<file path="config.mk">
export PLATFORM = sky130hd
export DESIGN_NAME = ok_dram_byte_reader_flat
export DESIGN_NICKNAME = d
export VERILOG_FILES = /design/src/rtl/ok_dram_byte_reader_pkg.sv /design/src/rtl/ok_dram_byte_reader_if.sv /design/src/rtl/ok_dram_byte_reader.sv /design/src/flat_wrapper.sv
export SDC_FILE = /design/constraint.sdc
export NUM_CORES = 1
export LEC_CHECK = 0
export CAP_MARGIN = 15
export CORE_UTILIZATION = 50
export DETAILED_ROUTE_END_ITERATION = 8
export PLACE_DENSITY = 0.84
export SLEW_MARGIN = 10
export SYNTH_ARGS = -nofsm -noshare
export SYNTH_HDL_FRONTEND = slang
export SYNTH_SLANG_ARGS = --single-unit
export TNS_END_PERCENT = 1
</file>
<file path="constraint.sdc">
create_clock -name i_clk -period 4.18 [get_ports i_clk]
set_clock_uncertainty 0.2 [all_clocks]
set_input_delay 0.836 -clock i_clk [delete_from_list [all_inputs] [get_ports i_clk]]
set_output_delay 0.836 -clock i_clk [all_outputs]
set_load 0.1 [all_outputs]
</file>
<file path="src/rtl/ok_dram_byte_reader_pkg.sv">
// ---------------------------------------------------------------------------
// ok_dram_byte_reader_pkg
// Shared definitions for the okDRAM16X8D read-side sequencer: default buffer
// geometry and the sequencer state encoding.
// ---------------------------------------------------------------------------
package ok_dram_byte_reader_pkg;

  localparam int ADDR_W = 4;            // buffer address width
  localparam int DATA_W = 8;            // buffer byte width
  localparam int DEPTH  = 2 ** ADDR_W;  // buffer entries

  // Sequencer states, 2-bit encoding
  typedef enum logic [1:0] {
    ST_IDLE  = 2'd0,
    ST_RUN   = 2'd1,
    ST_DRAIN = 2'd2,
    ST_DONE  = 2'd3
  } state_e;

endpackage

</file>
<file path="src/rtl/ok_dram_byte_reader_if.sv">
// ---------------------------------------------------------------------------
// ok_dram_byte_reader_if
// Valid/ready byte stream leaving the buffer reader.
//   m_data  : output byte (driven by master)
//   m_valid : m_data valid (driven by master)
//   m_ready : consumer accepts when m_valid & m_ready (driven by slave)
// ---------------------------------------------------------------------------
interface ok_dram_byte_reader_if #(
  parameter int DATA_W = 8
);

  logic [DATA_W-1:0] m_data;
  logic              m_valid;
  logic              m_ready;

  modport master (output m_data, output m_valid, input m_ready);
  modport slave  (input m_data, input m_valid, output m_ready);

endinterface

</file>
<file path="src/rtl/ok_dram_byte_reader.sv">
// ---------------------------------------------------------------------------
// ok_dram_byte_reader
// Read-side sequencer for the 16x8 distributed byte buffer. Walks the
// buffer's asynchronous read port from a start address (wrapping modulo the
// depth) and streams a run of bytes out over a valid/ready handshake.
// Ports:
//   i_clk        : clock, all logic on the rising edge
//   i_reset      : synchronous active-high reset
//   i_start      : begin a run (sampled only in IDLE)
//   i_start_addr : first buffer address of the run
//   i_count      : bytes to read, 0..DEPTH; larger values clamp to DEPTH
//   i_abort      : synchronous cancel of the current run
//   o_ram_addr   : buffer read address (addrB)
//   i_ram_data   : buffer read data (doutB), combinational of o_ram_addr
//   m_if         : output byte stream (master side)
//   o_busy       : high while in RUN or DRAIN
//   o_done       : one-cycle pulse after the last byte is accepted
// ---------------------------------------------------------------------------
module ok_dram_byte_reader
  import ok_dram_byte_reader_pkg::*;
#(
  parameter int ADDR_W_P = ADDR_W,
  parameter int DATA_W_P = DATA_W
) (
  input  logic                  i_clk,
  input  logic                  i_reset,
  input  logic                  i_start,
  input  logic [ADDR_W_P-1:0]   i_start_addr,
  input  logic [ADDR_W_P:0]     i_count,
  input  logic                  i_abort,
  output logic [ADDR_W_P-1:0]   o_ram_addr,
  input  logic [DATA_W_P-1:0]   i_ram_data,
  ok_dram_byte_reader_if.master m_if,
  output logic                  o_busy,
  output logic                  o_done
);

  // Full-buffer run length; requests above it are clamped.
  localparam logic [ADDR_W_P:0]   MAX_CNT = {1'b1, {ADDR_W_P{1'b0}}};
  localparam logic [ADDR_W_P:0]   REM_ONE = {{ADDR_W_P{1'b0}}, 1'b1};
  localparam logic [ADDR_W_P-1:0] PTR_ONE = {{(ADDR_W_P-1){1'b0}}, 1'b1};

  state_e                r_state;
  logic [ADDR_W_P-1:0]   r_rd_ptr;
  logic [ADDR_W_P:0]     r_remaining;
  logic [DATA_W_P-1:0]   r_m_data;
  logic                  r_m_valid;
  logic                  r_busy;
  logic                  r_done;

  state_e                w_state_nx;
  logic [ADDR_W_P-1:0]   w_rd_ptr_nx;
  logic [ADDR_W_P:0]     w_remaining_nx;
  logic [DATA_W_P-1:0]   w_m_data_nx;
  logic                  w_m_valid_nx;
  logic                  w_load;
  logic                  w_accept;

  assign w_accept = r_m_valid & m_if.m_ready;
  // A new byte is captured whenever the output slot is free or being emptied.
  assign w_load   = (r_state == ST_RUN) & (~r_m_valid | m_if.m_ready) &
                    (r_remaining != {(ADDR_W_P+1){1'b0}});

  // Next-state and datapath update logic.
  always_comb begin
    w_state_nx     = r_state;
    w_rd_ptr_nx    = r_rd_ptr;
    w_remaining_nx = r_remaining;
    w_m_data_nx    = r_m_data;
    w_m_valid_nx   = r_m_valid;

    case (r_state)
      ST_IDLE: begin
        if (i_start) begin
          if (i_count != {(ADDR_W_P+1){1'b0}}) begin
            w_state_nx     = ST_RUN;
            w_rd_ptr_nx    = i_start_addr;
            w_remaining_nx = (i_count > MAX_CNT) ? MAX_CNT : i_count;
          end else begin
            w_state_nx     = ST_DONE;
          end
        end else begin
          w_state_nx = ST_IDLE;
        end
      end
      ST_RUN: begin
        if (w_load) begin
          w_m_data_nx    = i_ram_data;
          w_m_valid_nx   = 1'b1;
          w_rd_ptr_nx    = r_rd_ptr + PTR_ONE;
          w_remaining_nx = r_remaining - REM_ONE;
          w_state_nx     = (r_remaining == REM_ONE) ? ST_DRAIN : ST_RUN;
        end else if (w_accept) begin
          w_m_valid_nx = 1'b0;
        end else begin
          w_m_valid_nx = r_m_valid;
        end
      end
      ST_DRAIN: begin
        if (w_accept) begin
          w_state_nx   = ST_DONE;
          w_m_valid_nx = 1'b0;
        end else begin
          w_state_nx   = ST_DRAIN;
        end
      end
      ST_DONE: begin
        w_state_nx = ST_IDLE;
      end
      default: begin
        w_state_nx   = ST_IDLE;
        w_m_valid_nx = 1'b0;
      end
    endcase

    // Abort cancels from any state and suppresses the done pulse.
    if (i_abort) begin
      w_state_nx     = ST_IDLE;
      w_m_valid_nx   = 1'b0;
      w_remaining_nx = {(ADDR_W_P+1){1'b0}};
    end else begin
      w_state_nx = w_state_nx;
    end
  end

  // State, datapath and registered status outputs.
  always_ff @(posedge i_clk) begin
    if (i_reset) begin
      r_state     <= ST_IDLE;
      r_rd_ptr    <= {ADDR_W_P{1'b0}};
      r_remaining <= {(ADDR_W_P+1){1'b0}};
      r_m_data    <= {DATA_W_P{1'b0}};
      r_m_valid   <= 1'b0;
      r_busy      <= 1'b0;
      r_done      <= 1'b0;
    end else begin
      r_state     <= w_state_nx;
      r_rd_ptr    <= w_rd_ptr_nx;
      r_remaining <= w_remaining_nx;
      r_m_data    <= w_m_data_nx;
      r_m_valid   <= w_m_valid_nx;
      r_busy      <= (w_state_nx == ST_RUN) | (w_state_nx == ST_DRAIN);
      r_done      <= (w_state_nx == ST_DONE);
    end
  end

  assign o_ram_addr   = r_rd_ptr;
  assign m_if.m_data  = r_m_data;
  assign m_if.m_valid = r_m_valid;
  assign o_busy       = r_busy;
  assign o_done       = r_done;

endmodule
</file>
<file path="src/flat_wrapper.sv">
// flat-port wrapper written by rule: the top's interface ports become plain ports
module ok_dram_byte_reader_flat import ok_dram_byte_reader_pkg::*;
#(
  parameter int ADDR_W_P = ADDR_W,
  parameter int DATA_W_P = DATA_W
)
  (i_clk, i_reset, i_start, i_start_addr, i_count, i_abort, o_ram_addr, i_ram_data, o_busy, o_done, m_if_m_data, m_if_m_valid, m_if_m_ready);
  ok_dram_byte_reader_if m_if_i ();
  input  logic i_clk;
  input  logic i_reset;
  input  logic i_start;
  input  logic [ADDR_W_P-1:0] i_start_addr;
  input  logic [ADDR_W_P:0] i_count;
  input  logic i_abort;
  output logic [ADDR_W_P-1:0] o_ram_addr;
  input  logic [DATA_W_P-1:0] i_ram_data;
  output logic o_busy;
  output logic o_done;
  output wire logic [$bits(m_if_i.m_data)-1:0] m_if_m_data;
  output wire logic [$bits(m_if_i.m_valid)-1:0] m_if_m_valid;
  input wire logic [$bits(m_if_i.m_ready)-1:0] m_if_m_ready;
  assign m_if_m_data = m_if_i.m_data;
  assign m_if_m_valid = m_if_i.m_valid;
  assign m_if_i.m_ready = m_if_m_ready;
  ok_dram_byte_reader #(.ADDR_W_P(ADDR_W_P), .DATA_W_P(DATA_W_P)) u_core (.i_clk(i_clk), .i_reset(i_reset), .i_start(i_start), .i_start_addr(i_start_addr), .i_count(i_count), .i_abort(i_abort), .o_ram_addr(o_ram_addr), .i_ram_data(i_ram_data), .m_if(m_if_i), .o_busy(o_busy), .o_done(o_done));
endmodule
</file>
# [After elaboration in Yosys (flattened, before gate mapping)]
# Cells that the tools add are included.
[op_classes] bitwise_logic=6 eq_ne=10 magnitude_cmp=1 reduce_logical=8 add_sub_neg=2 muxes=19
[op_table] op="5-bit 2-to-1 mux" n=4
[op_table] op="4-bit 2-to-1 mux" n=3
[op_table] op="2-bit 2-to-1 mux" n=5
[op_table] op="5-bit one-hot mux with 2 select lines" n=1
[op_table] op="5-bit nonzero test" n=2
[op_table] op="2-bit equality test (second input constant)" n=4
[op_table] op="2-bit one-hot mux with 4 select lines" n=1
[op_table] op="4-bit one-hot mux with 2 select lines" n=1
[op_table] op="5-bit by 1-bit equality test with 1-bit output (second input constant)" n=1
[op_table] op="5-bit > comparator (second input constant)" n=1
[op_table] op="5-bit by 1-bit subtractor with 5-bit output (second input constant)" n=1
[op_table] op="4-bit by 1-bit adder with 4-bit output (second input constant)" n=1
[op_table] op="2-bit by 1-bit equality test with 1-bit output (second input constant)" n=2
[op_table] op="2-bit by 1-bit != test with 1-bit output (second input constant)" n=2
[op_table] op="4-bit AND reduction" n=1
[op_table] op="2-bit nonzero test" n=2
[op_table] op="1-bit AND" n=3
[op_table] op="1-bit 2-to-1 mux" n=3
[op_table] op="2-bit zero test" n=1
[op_table] op="2-bit != test (second input constant)" n=1
[op_table] op="1-bit OR" n=2
[op_table] op="1-bit one-hot mux with 2 select lines" n=1
[op_table] op="2-bit AND reduction" n=1
[op_table] op="2-bit OR reduction" n=1
[op_table] op="1-bit NOT" n=1
[totals] in_bits=22 output_inout_bits=15 elab_cells=53 reg_bits=22

# [Longest topological paths before layout]
# Gate-level depths: netlist of run 1.
[logic_depth] word_depth=9 depth_mapped=10 ltp_nobuf=8

# [Least setup slack after synthesis of run 1]
# No wires, ideal clock.
[synth_timing] path_kind="flip-flop to flip-flop" from="register u_core.r_m_valid (netlist: u_core.m_if.m_valid)" to="register u_core.r_busy (netlist: u_core.o_busy)" setup_time_ns=0.114 n_path_buf=1 stages_incl_launch_ff=8 t_required_ns=3.866 synth_period_minus_slack_ns=2.572 slack_ns=1.608 t_arrival_ns=2.259 cell_sequence="dfxtp_1 nand2b_1 nand3_1 buf_6 o311a_1 nor2_1 ha_1 nor2b_1"
[synth_between] elab_chain_len=9 word_cells_on_any_way=12 cone_classes="eq/ne (2); mux (4); bitwise (6)"
[synth_lines] element="from (decl)" line="ok_dram_byte_reader.sv:47" rtl="logic r_m_valid;"
[synth_lines] element="from (signal assigned)" line="ok_dram_byte_reader.sv:141" rtl="r_m_valid <= w_m_valid_nx;"
[synth_lines] element="1-bit NOT (*)" line="ok_dram_byte_reader.sv:61" rtl="assign w_load = (r_state == ST_RUN) & (~r_m_valid | m_if.m_ready) &"
[synth_lines] element="1-bit OR (*)" line="ok_dram_byte_reader.sv:61"
[synth_lines] element="1-bit AND (*) (2 in a row)" line="ok_dram_byte_reader.sv:61"
[synth_lines] element="2-bit 2-to-1 mux (*)" line="ok_dram_byte_reader.sv:87" rtl="if (w_load) begin"
[synth_lines] element="2-bit one-hot mux with 4 select lines (*)" line="ok_dram_byte_reader.sv:72" rtl="case (r_state)"
[synth_lines] element="2-bit 2-to-1 mux (*)" line="ok_dram_byte_reader.sv:117" rtl="if (i_abort) begin"
[synth_lines] element="via u_core.w_state_nx[1]" line="ok_dram_byte_reader.sv:51" rtl="state_e w_state_nx;"
[synth_lines] element="2-bit by 1-bit equality test with 1-bit output or 2-bit equality test (tied branches)" line="ok_dram_byte_reader.sv:142" rtl="r_busy <= (w_state_nx == ST_RUN) | (w_state_nx == ST_DRAIN);"
[synth_lines] element="1-bit OR (*)" line="ok_dram_byte_reader.sv:142"
[synth_lines] element="to (signal assigned)" line="ok_dram_byte_reader.sv:142"
[synth_lines] element="to (decl)" line="ok_dram_byte_reader.sv:48" rtl="logic r_busy;"
# The timed path passes the listed nets; every way through them passes the cells marked *.
# A chain may end at the register's enable or synchronous reset.

# [Worst setup path in the final report of run 1]
[layout_timing] from="register u_core.r_rd_ptr[0] (netlist: u_core.o_ram_addr[0])" to="output o_ram_addr[0]"
[layout_rtl] element="from (decl)" line="ok_dram_byte_reader.sv:44" rtl="logic [ADDR_W_P-1:0] r_rd_ptr;"
[layout_rtl] element="from (signal assigned)" line="ok_dram_byte_reader.sv:130" rtl="r_rd_ptr <= {ADDR_W_P{1'b0}};"
[layout_rtl] element="from (signal assigned)" line="ok_dram_byte_reader.sv:138" rtl="r_rd_ptr <= w_rd_ptr_nx;"
[layout_rtl] element="to (decl)" line="flat_wrapper.sv:15" rtl="output logic [ADDR_W_P-1:0] o_ram_addr;"
# No word-level cell between the ends.

==> summary.txt, run 1 <==
Worst setup path
  – FF-to-FF path depth: 6
  – Worst-path cell chain: clkdlybuf4s50_1
  – Slowest-stage cell, CP: clkdlybuf4s50_1
  – Delay-heaviest family, CP: buffers and inverters
  – Critical path buffers and inverters: 1
  – Critical path arrival: 1.93 ns
  – Startpoint types: register
  – Crit path depth: 1
  – Crit path largest cell delay: 1.17 ns
  – CP max FO: 5
  – Crit path required time: 3.14 ns
  – CP Capture Type: output port
  – CP Class: register to output port

Placement
  – Cell count after placement: 198
  – DP HPWL: 2.298 mm
  – Gpl congestion: 0.8850
  – Port bufs: 36

Global route
  – First-pass GRT wire length: 5.326 mm
  – Overflow after GRT: 0
  – Pin count of the biggest net entering global routing: 17
  – Vias in the first global route: 1128
  – GRT Total Usage: 0.2601
  – Initial antenna violation count: 0

Power and ir drop
  – PD cells: 310.8 nW/um2
  – Tot Pwr: 0.5234 mW
  – Max VDD drop: 320.7 uV
  – P_leak: 0.6758 nW

Timing
  – Hold Fails Final Rpt: 0
  – Slew margin rel.: 0.3446
  – RSZ-0062 raised after global routing: no
  – Fmax: 337.5 MHz
  – Setup Viol. Count Final: 0
  – Tmin final: 2.963 ns
  – Max Slew Vio Count: 0
  – Least-Margin Pin Slew: 0.9801 ns
  – Setup TNS: 0 ns
  – Final hold slack: 0.3162 ns
  – Final period util: 0.7089

Synth
  – EDFF count, synth: 0
  – Syn avg cell area: 9.109 um2
  – Post-Syn Instances: 139
  – Synth warnings: 0
  – Synth Cell Area: 1266 um2
  – Yosys cell types: 44
  – Register bit count reported by yosys: 22
  – Post-synth net total: 169
  – Most used flip-flop cell after synthesis: dfxtp_1
  – Sequential area share after synthesis: 0.3478
  – Synth async-reset ratio: 0

Drt
  – Final ANT Viol Nets: 0
  – Routed wire length: 3.202 mm
  – Vias per cell: 5.866
  – Drt first-iter violations: 32
  – DR WL/cell: 15.85 um
  – Drt pass-1 iters: 4
  – DRC violations left: 0
  – Via count: 1185

Hold path
  – Cells on Worst Hold Path: 2
  – Hold Crit Class: register to register

Layout
  – Final Util: 0.7331
  – Share of cells above drive strength 1: 0.09195
  – Diode count: 0
  – Filler cell count: 193
  – Area Overhead vs Synth: 33.00%
  – Post-route insts no fill: 202
  – Final #Nets: 205

Clocking
  – CTS tree: yes
  – Post-CTS Setup Bufs: 0
  – Max clock buf depth: 2
  – Root buf cell: clkbuf_4
  – Clk pin slew, worst setup/hold paths: 0.13 ns
  – Post-CTS Hold Buffers: 0
  – Clock sink total: 22
  – H-tree depth: 1
  – Clock Latency Late Sink: 0.31 ns
  – CTS resizes: 0
  – CTS buffer count: 3

Run status
  – Outcome: completed

Floorplan
  – IO Pins: 37
  – Num rows: 17
  – Die Ht: 52.33 um
  – Die Width: 52.33 um
  – Initial Utilization: 0.5512
  – Core Region: 2297 um2
  – Total die area: 2738 um2

Flow run
  – Max_cap viols: 0
==> path summary, 6_finish.rpt <==
check                                      startpoint  slack, ns                    end
worst max register to register      u_core.r_state[1]       1.59   u_core.o_ram_addr[2]
worst min register to register  u_core.m_if.m_data[5]       0.32  u_core.m_if.m_data[5]
worst max-delay path             u_core.o_ram_addr[0]       1.22          o_ram_addr[0]
worst min-delay path            u_core.m_if.m_data[5]       0.32  u_core.m_if.m_data[5]
==> per-stage QoR <==
step	cell area [um2]	setup WS, ns
3_5_place_dp	1632	1.040
4_1_cts	1684	1.217
5_1_grt	1684	1.170
3_3_place_gp	1632	1.117
2_1_floorplan	1266	1.608
6_report	1684	1.217
==> worst reg2reg max path: cells and delay by family, from the launching register on <==
family | cells | cell delay (ns)
AO/OA/AOI/OAI | 3 | 1.12
adder cells (fa/ha/maj) | 1 | 0.50
flip-flops | 1 | 0.34
AND/OR/NAND/NOR | 1 | 0.24
buffers and inverters | 1 | 0.10
==> power breakdown <==
part           total (mW)  switching [mW]  leakage, nW  internal [mW]
sequential          0.224         0.00712        0.179          0.217
clock               0.166          0.0693       0.0279         0.0969
combinational       0.133          0.0807        0.469         0.0522
total               0.523           0.157        0.676          0.366
==> placed cells by master, fill, tap and decap left out, drive strengths merged, types with 2 or more instances in the layout <==
| cell type | n |
|---|---|
| nand2b | 4 |
| nor2 | 16 |
| nor2b | 4 |
| a311oi | 3 |
| o31a | 3 |
| dfxtp | 22 |
| a211oi | 2 |
| a32o | 2 |
| nand2 | 8 |
| nor3 | 2 |
| o31ai | 2 |
| inv | 9 |
| or4b | 2 |
| a31oi | 3 |
| nand3 | 4 |
| clkbuf | 3 |
| mux2i | 9 |
| clkdlybuf4s50 | 36 |
| ha | 8 |
| or2 | 2 |
| a21oi | 10 |
| a32oi | 2 |
==> cells in the mapped netlist (2+ instances only) <==
cell type  number  area, um2
a211oi_1        2      15.01
a21oi_1         9      45.04
a311oi_2        2      30.03
a31oi_1         3      18.77
a32o_1          2      20.02
a32oi_1         2      17.52
buf_6           2      22.52
clkbuf_1        3      11.26
dfxtp_1        22      440.4
ha_1            8      100.1
inv_1           9      33.78
mux2i_1         9      90.09
nand2_1         8      30.03
nand2b_1        4      25.02
nand3_1         4      20.02
nor2_1         15      56.30
nor2b_1         4      25.02
nor3_1          2      10.01
o31a_1          3      26.28
or2_2           2      12.51
==> flip-flops by register name, indices dropped and copies added (netlist names) <==
name and count:
u_core.o_done 1, u_core.o_ram_addr 4, u_core.r_remaining 5, u_core.r_state 2
u_core.m_if.m_valid 1, u_core.m_if.m_data 8, u_core.o_busy 1
==> per-layer routing <==
metal	GRT usage	vias up	share of wire
li1	-	575	-
met1	0.3380	565	0.44
met2	0.4388	43	0.49
met3	0.05507	2	0.061
met4	0.05263	0	0.0053
met5	0	-	0
==> cells by family (layout without fill, tap and decap cells) <==
| family | count (synthesis) | after routing | synth area share |
|---|---|---|---|
| muxes | 9 | 9 | 0.07115 |
| buffers and inverters | 15 | 50 | 0.05632 |
| adders and majority gates | 8 | 8 | 0.07905 |
| xor gates and xnor gates | 1 | 1 | 0.006918 |
| DFF | 22 | 22 | 0.3478 |
| AOI/OAI and AO/OA | 35 | 35 | 0.2293 |
| and+or+nand+nor | 49 | 49 | 0.2095 |
==> area by class of cell <==
class / instances / area (um2) / area share
multi-input cells: 102 / 754.5 / 0.4480
clock buffers: 3 / 22.52 / 0.01337
inverters: 9 / 33.78 / 0.02006
well taps: 28 / 35.03 / 0.02080
clock inverters: 1 / 30.03 / 0.01783
repair buffers: 37 / 367.9 / 0.2184
flip-flops and latches: 22 / 440.4 / 0.2615
Note: power is estimated with default switching activity, not from simulation.
==> inputs of run 2 (changes only) <==
--- a/config.mk
+++ b/config.mk
@@ -6,9 +6,9 @@
 export NUM_CORES = 1
 export LEC_CHECK = 0
 export CAP_MARGIN = 15
-export CORE_UTILIZATION = 50
+export CORE_UTILIZATION = 42
 export DETAILED_ROUTE_END_ITERATION = 8
-export PLACE_DENSITY = 0.84
+export PLACE_DENSITY = 0.75
 export SLEW_MARGIN = 10
 export SYNTH_ARGS = -nofsm -noshare
 export SYNTH_HDL_FRONTEND = slang
==> constraint.sdc (replaced) <==
create_clock -name i_clk -period 2.65 [get_ports i_clk]
set_clock_uncertainty 0.2 [all_clocks]
set_input_delay 0.53 -clock i_clk [delete_from_list [all_inputs] [get_ports i_clk]]
set_output_delay 0.53 -clock i_clk [all_outputs]
set_load 0.1 [all_outputs]
==> run 2 against run 1 <==
Against the previous run: the run now ends with design-rule violations left; total power is 58% higher; clock-buffer cell count is the same; sequential power is 58% higher; cell count grew 3.5%; critical path type is now register to register; largest cell class unchanged.
==> summary.txt, run 2 (same netlist as run 1, synthesis figures left out) <==
Power and ir drop
  – P_int: 0.5764 mW
  – Switching share of power: 0.3014
  – P_leak: 0.7244 nW
  – Sequential share of power: 0.428
  – Sw Pwr: 0.2487 mW
  – Max VDD drop: 285.4 uV
  – PD cells: 491.0 nW/um2
  – Tot Pwr: 0.8251 mW
  – Gate power share: 0.252
  – Clock Power Share: 0.320

Worst setup path
  – FF-to-FF path depth: 8
  – CP most frequent cell: ha_1
  – CP Capture Type: register
  – Slowest-stage cell, CP: or4b_4
  – RR Endpoint: u_core.o_busy
  – Worst-path cell chain: inv_1 -> ha_1 -> or4b_4 -> and4_4 -> o31a_1 -> nor2_1 -> ha_1 -> nor2b_1
  – CP max FO: 6
  – Critical path arrival: 2.44 ns
  – Startpoint types: register
  – Launching point of the worst reg2reg path: u_core.r_remaining[0]
  – CP Class: register to register
  – R2R setup slack: 0.23 ns
  – Crit path required time: 2.67 ns
  – Crit path largest cell delay: 0.53 ns

Placement
  – DP HPWL: 2.327 mm
  – Pre-CTS setup slack: 0.1184 ns
  – Port bufs: 36
  – Cell count after placement: 205
  – Gpl congestion: 0.8676

Global route
  – First-pass GRT wire length: 5.175 mm
  – Initial antenna violation count: 0
  – Vias in the first global route: 1173
  – GRT Max-Usage Layer: met2
  – Pin count of the biggest net entering global routing: 16
  – Met2 usage: 0.3311
  – GRT Total Usage: 0.2029
  – Met3 usage: 0.03226
  – Overflow after GRT: 0
  – M1 GR Usage: 0.2691

Floorplan
  – Die Width: 56.91 um
  – IO Pins: 37
  – Num rows: 19
  – Initial Utilization: 0.4514
  – Core Region: 2805 um2
  – Die Ht: 56.91 um
  – Total die area: 3238 um2

Clocking
  – CTS resizes: 0
  – Clock Latency Late Sink: 0.31 ns
  – H-tree depth: 1
  – Root buf cell: clkbuf_4
  – Post-CTS Setup Bufs: 0
  – Max clock buf depth: 2
  – Post-CTS Hold Buffers: 0
  – Clk pin slew, worst setup/hold paths: 0.14 ns
  – CTS buffer count: 3
  – CTS tree: yes
  – Clock sink total: 22

Drt
  – DR WL/cell: 14.47 um
  – Drt pass-1 iters: 6
  – Drt first-iter violations: 27
  – Routed wire length: 3.024 mm
  – Vias per cell: 5.665
  – Via count: 1184
  – Final ANT Viol Nets: 0
  – DRC violations left: 2

Layout
  – Share of cells above drive strength 1: 0.1966
  – Commonest non-fill, non-tap cell in the layout: dfxtp_1
  – Diode count: 0
  – Final #Nets: 209
  – Max reg flops: 8
  – Most frequent cells in the layout: dfxtp_1, clkdlybuf4s50_1, buf_4
  – Area Overhead vs Synth: 32.71%
  – Post-route insts no fill: 209

Timing
  – Fmax: 413.0 MHz
  – RSZ-0062 raised after global routing: no
  – Hold Fails Final Rpt: 0
  – Setup TNS: 0 ns
  – Worst setup margin: 0.2284 ns
  – Tmin final: 2.422 ns
  – Max Slew Vio Count: 0
  – Final period util: 0.9138
  – Setup Viol. Count Final: 0
  – Least-Margin Pin Slew: 0.6455 ns
  – Slew margin rel.: 0.5697

Flow run
  – Max_cap viols: 0

Run status
  – Failing checks: design-rule violations
  – Outcome: finished, violations left

Hold path
  – WHS Endpoint: u_core.m_if.m_data[3]
  – Cells on Worst Hold Path: 2
  – Hold path start: u_core.m_if.m_data[3]
  – Hold Crit Class: register to register
==> run 2: changes by cell type in the layout (fill, tap and decap cells not counted) <==
cell	change
clkdlybuf4s50_1	-15
buf_4	+19
==> run 2: metal layers <==
layer	wire [um]	part of all wire
met5	0	0
met4	29	0.0096
met3	146	0.048
met2	1423	0.47
met1	1425	0.47
==> run 2: stage by stage <==
step                      hold WS (ns)  cell area [um2]  utilization
after floorplan                 0.2700             1266            -
after global placement          0.2793             1628       0.5803
after detailed placement        0.2956             1628       0.5803
after CTS                       0.3181             1680       0.5990
after global routing            0.3571             1680       0.5990
final                           0.3155             1680       0.5990
==> run 2: final cells by class <==
| class | count | area, um2 |
|---|---|---|
| sequential | 22 | 440.4 |
| timing repair buffer | 41 | 360.3 |
| clock inverter | 1 | 30.03 |
| tap | 31 | 38.79 |
| inverter | 9 | 33.78 |
| clock buffer | 3 | 22.52 |
| fill | 250 | 1125 |
| multi-input combinational | 102 | 754.5 |
==> run 2: worst max-delay path: cells and delay by family (launching register included) <==
kind	cells	cell delay, ns
buffers and inverters	1	0.11
AO/OA/AOI/OAI	1	0.26
adder cells (fa/ha/maj)	2	0.41
flip-flops	1	0.37
AND/OR/NAND/NOR	4	0.98
==> run 2: worst max path at each step <==
stage,start,to,slack (ns),cells past startpoint
floorplan,u_core.m_if.m_valid,u_core.o_busy,0.08,7
global placement,m_if_m_ready,u_core.o_busy,0.15,7
detailed placement,i_count[4],u_core.o_ram_addr[2],0.12,6
CTS,u_core.r_remaining[0],u_core.o_busy,0.22,8
global route,u_core.r_remaining[0],u_core.o_busy,0.14,8
finish,u_core.r_remaining[0],u_core.o_busy,0.23,8
==> run 2: power groups by stage <==
stage	Clock, mW	Combinational [mW]	Sequential, mW
finish	0.264	0.208	0.353
global route	0.285	0.223	0.355
CTS	0.267	0.208	0.353
detailed placement	0	0.207	0.360
global placement	0	0.204	0.360
floorplan	0	0.0881	0.416
==> inputs of run 3 (changes only) <==
--- a/config.mk
+++ b/config.mk
@@ -8,6 +8,7 @@
 export CAP_MARGIN = 15
 export CORE_UTILIZATION = 42
 export DETAILED_ROUTE_END_ITERATION = 8
+export GPL_ROUTABILITY_DRIVEN = 0
 export PLACE_DENSITY = 0.75
 export SLEW_MARGIN = 10
 export SYNTH_ARGS = -nofsm -noshare
==> run 3 against run 2 <==
Against the previous run: critical path type unchanged; clock-buffer cell count unchanged; worst setup slack improved by 0.0017 ns; combinational power about the same; sequential cell count unchanged; wire length decreased by 1.8%; via count about the same; cell count unchanged; global-route usage decreased by 1.0 points; utilization unchanged; clock power decreased by 2%; register-to-register slack about the same; total power decreased by 0.88%; highest routed layer unchanged; the run still ends with design-rule violations left.
==> summary.txt, run 3 (same netlist as run 1, synthesis figures left out) <==
Clocking
  – Post-CTS Setup Bufs: 0
  – CTS resizes: 0
  – Root buf cell: clkbuf_4
  – Post-CTS Hold Buffers: 0
  – CTS tree: yes
  – CTS buffer count: 3
  – H-tree depth: 1
  – Clock Latency Late Sink: 0.31 ns
  – Clk pin slew, worst setup/hold paths: 0.13 ns
  – Clock sink total: 22
  – Max clock buf depth: 2

Drt
  – DRC violations left: 2
  – DR WL/cell: 14.21 um
  – Drt pass-1 iters: 6
  – Final ANT Viol Nets: 0
  – Vias per cell: 5.670
  – Via count: 1185
  – Routed wire length: 2.970 mm
  – Drt first-iter violations: 59

Floorplan
  – Total die area: 3238 um2
  – Die Ht: 56.91 um
  – Core Region: 2805 um2
  – Initial Utilization: 0.4514
  – Num rows: 19
  – IO Pins: 37
  – Die Width: 56.91 um

Timing
  – Worst setup margin: 0.2301 ns
  – Final hold slack: 0.3152 ns
  – Tmin final: 2.420 ns
  – Slew margin rel.: 0.5515
  – Setup Viol. Count Final: 0
  – Final period util: 0.9132
  – Least-Margin Pin Slew: 0.6728 ns
  – Setup TNS: 0 ns
  – Hold Fails Final Rpt: 0
  – Max Slew Vio Count: 0
  – Fmax: 413.2 MHz
  – RSZ-0062 raised after global routing: no

Global route
  – First-pass GRT wire length: 5.030 mm
  – GRT Max-Usage Layer: met2
  – Vias in the first global route: 1113
  – Met3 usage: 0.04378
  – Pin count of the biggest net entering global routing: 16
  – Met2 usage: 0.3176
  – M1 GR Usage: 0.2546
  – GRT Total Usage: 0.1927
  – Initial antenna violation count: 0
  – Overflow after GRT: 0

Worst setup path
  – RR Endpoint: u_core.o_busy
  – Critical path arrival: 2.44 ns
  – Crit path required time: 2.67 ns
  – Launching point of the worst reg2reg path: u_core.r_remaining[0]
  – CP Class: register to register
  – FF-to-FF path depth: 8
  – Startpoint types: register
  – CP max FO: 6
  – R2R setup slack: 0.23 ns
  – CP Capture Type: register

Run status
  – Failing checks: design-rule violations
  – Outcome: finished, violations left

Layout
  – Area Overhead vs Synth: 32.71%
  – Most frequent cells in the layout: dfxtp_1, clkdlybuf4s50_1, buf_4
  – Final #Nets: 209
  – Post-route cell area: 1680 um2
  – Commonest non-fill, non-tap cell in the layout: dfxtp_1
  – Max reg flops: 8
  – Diode count: 0
  – Share of cells above drive strength 1: 0.1966
  – Filler cell count: 254

Power and ir drop
  – Max VDD drop: 478.8 uV
  – Tot Pwr: 0.8179 mW
  – PD cells: 486.7 nW/um2
  – P_leak: 0.7244 nW

Hold path
  – Hold Crit Class: register to register
  – Cells on Worst Hold Path: 2
  – Hold path start: u_core.m_if.m_data[0]
  – WHS Endpoint: u_core.m_if.m_data[0]

Placement
  – Pre-CTS setup slack: 0.09145 ns
  – DP Area: 1628 um2
  – DP HPWL: 2.310 mm
  – Port bufs: 36

Flow run
  – Max_cap viols: 0
[run 3: cell counts in the layout (fill, tap and decap cells not counted)]
Identical to the previous run, type by type.
[run 3: final cells by class]
cell class	count	area, um2	share of cell area
multi-input combinational	102	754.5	0.4490
sequential	22	440.4	0.2621
timing repair buffer	41	360.3	0.2144
tap	31	38.79	0.02308
inverter	9	33.78	0.02010
clock inverter	1	30.03	0.01787
clock buffer	3	22.52	0.01340
[run 3: worst max path at each step]
stage                          start                   end  slack [ns]  cells after the start
2_1_floorplan    u_core.m_if.m_valid         u_core.o_busy        0.08                      7
3_3_place_gp            m_if_m_ready         u_core.o_busy        0.13                      7
3_5_place_dp              i_count[4]  u_core.o_ram_addr[2]        0.09                      6
4_1_cts        u_core.r_remaining[0]         u_core.o_busy        0.24                      8
5_1_grt        u_core.r_remaining[0]         u_core.o_busy        0.12                      8
6_report       u_core.r_remaining[0]         u_core.o_busy        0.23                      8
[run 3: routing by layer]
metal | part of all wire | vias to the layer above
li1 | - | 584
met4 | 0.015 | 0
met5 | 0 | -
met3 | 0.062 | 6
met1 | 0.45 | 551
met2 | 0.48 | 44
[run 3: power breakdown]
group | switching [mW] | internal [mW]
logic | 0.125 | 0.0809
registers | 0.0110 | 0.342
clock network | 0.106 | 0.153
[run 3: per-stage QoR]
stage / utilization / std cells
after global routing: 0.5990 / 209
after global placement: 0.5803 / 205
final: 0.5990 / 209
after floorplan: - / 139
after detailed placement: 0.5803 / 205
after CTS: 0.5990 / 209
[run 3: critical path, stage by stage, from the launching register on]
cell and delay [ns]:
dfxtp_1 0.38, inv_1 0.12, ha_1 0.18, or4b_4 0.53
and4_4 0.22, o31a_1 0.26, nor2_1 0.10, ha_1 0.23
nor2b_1 0.12
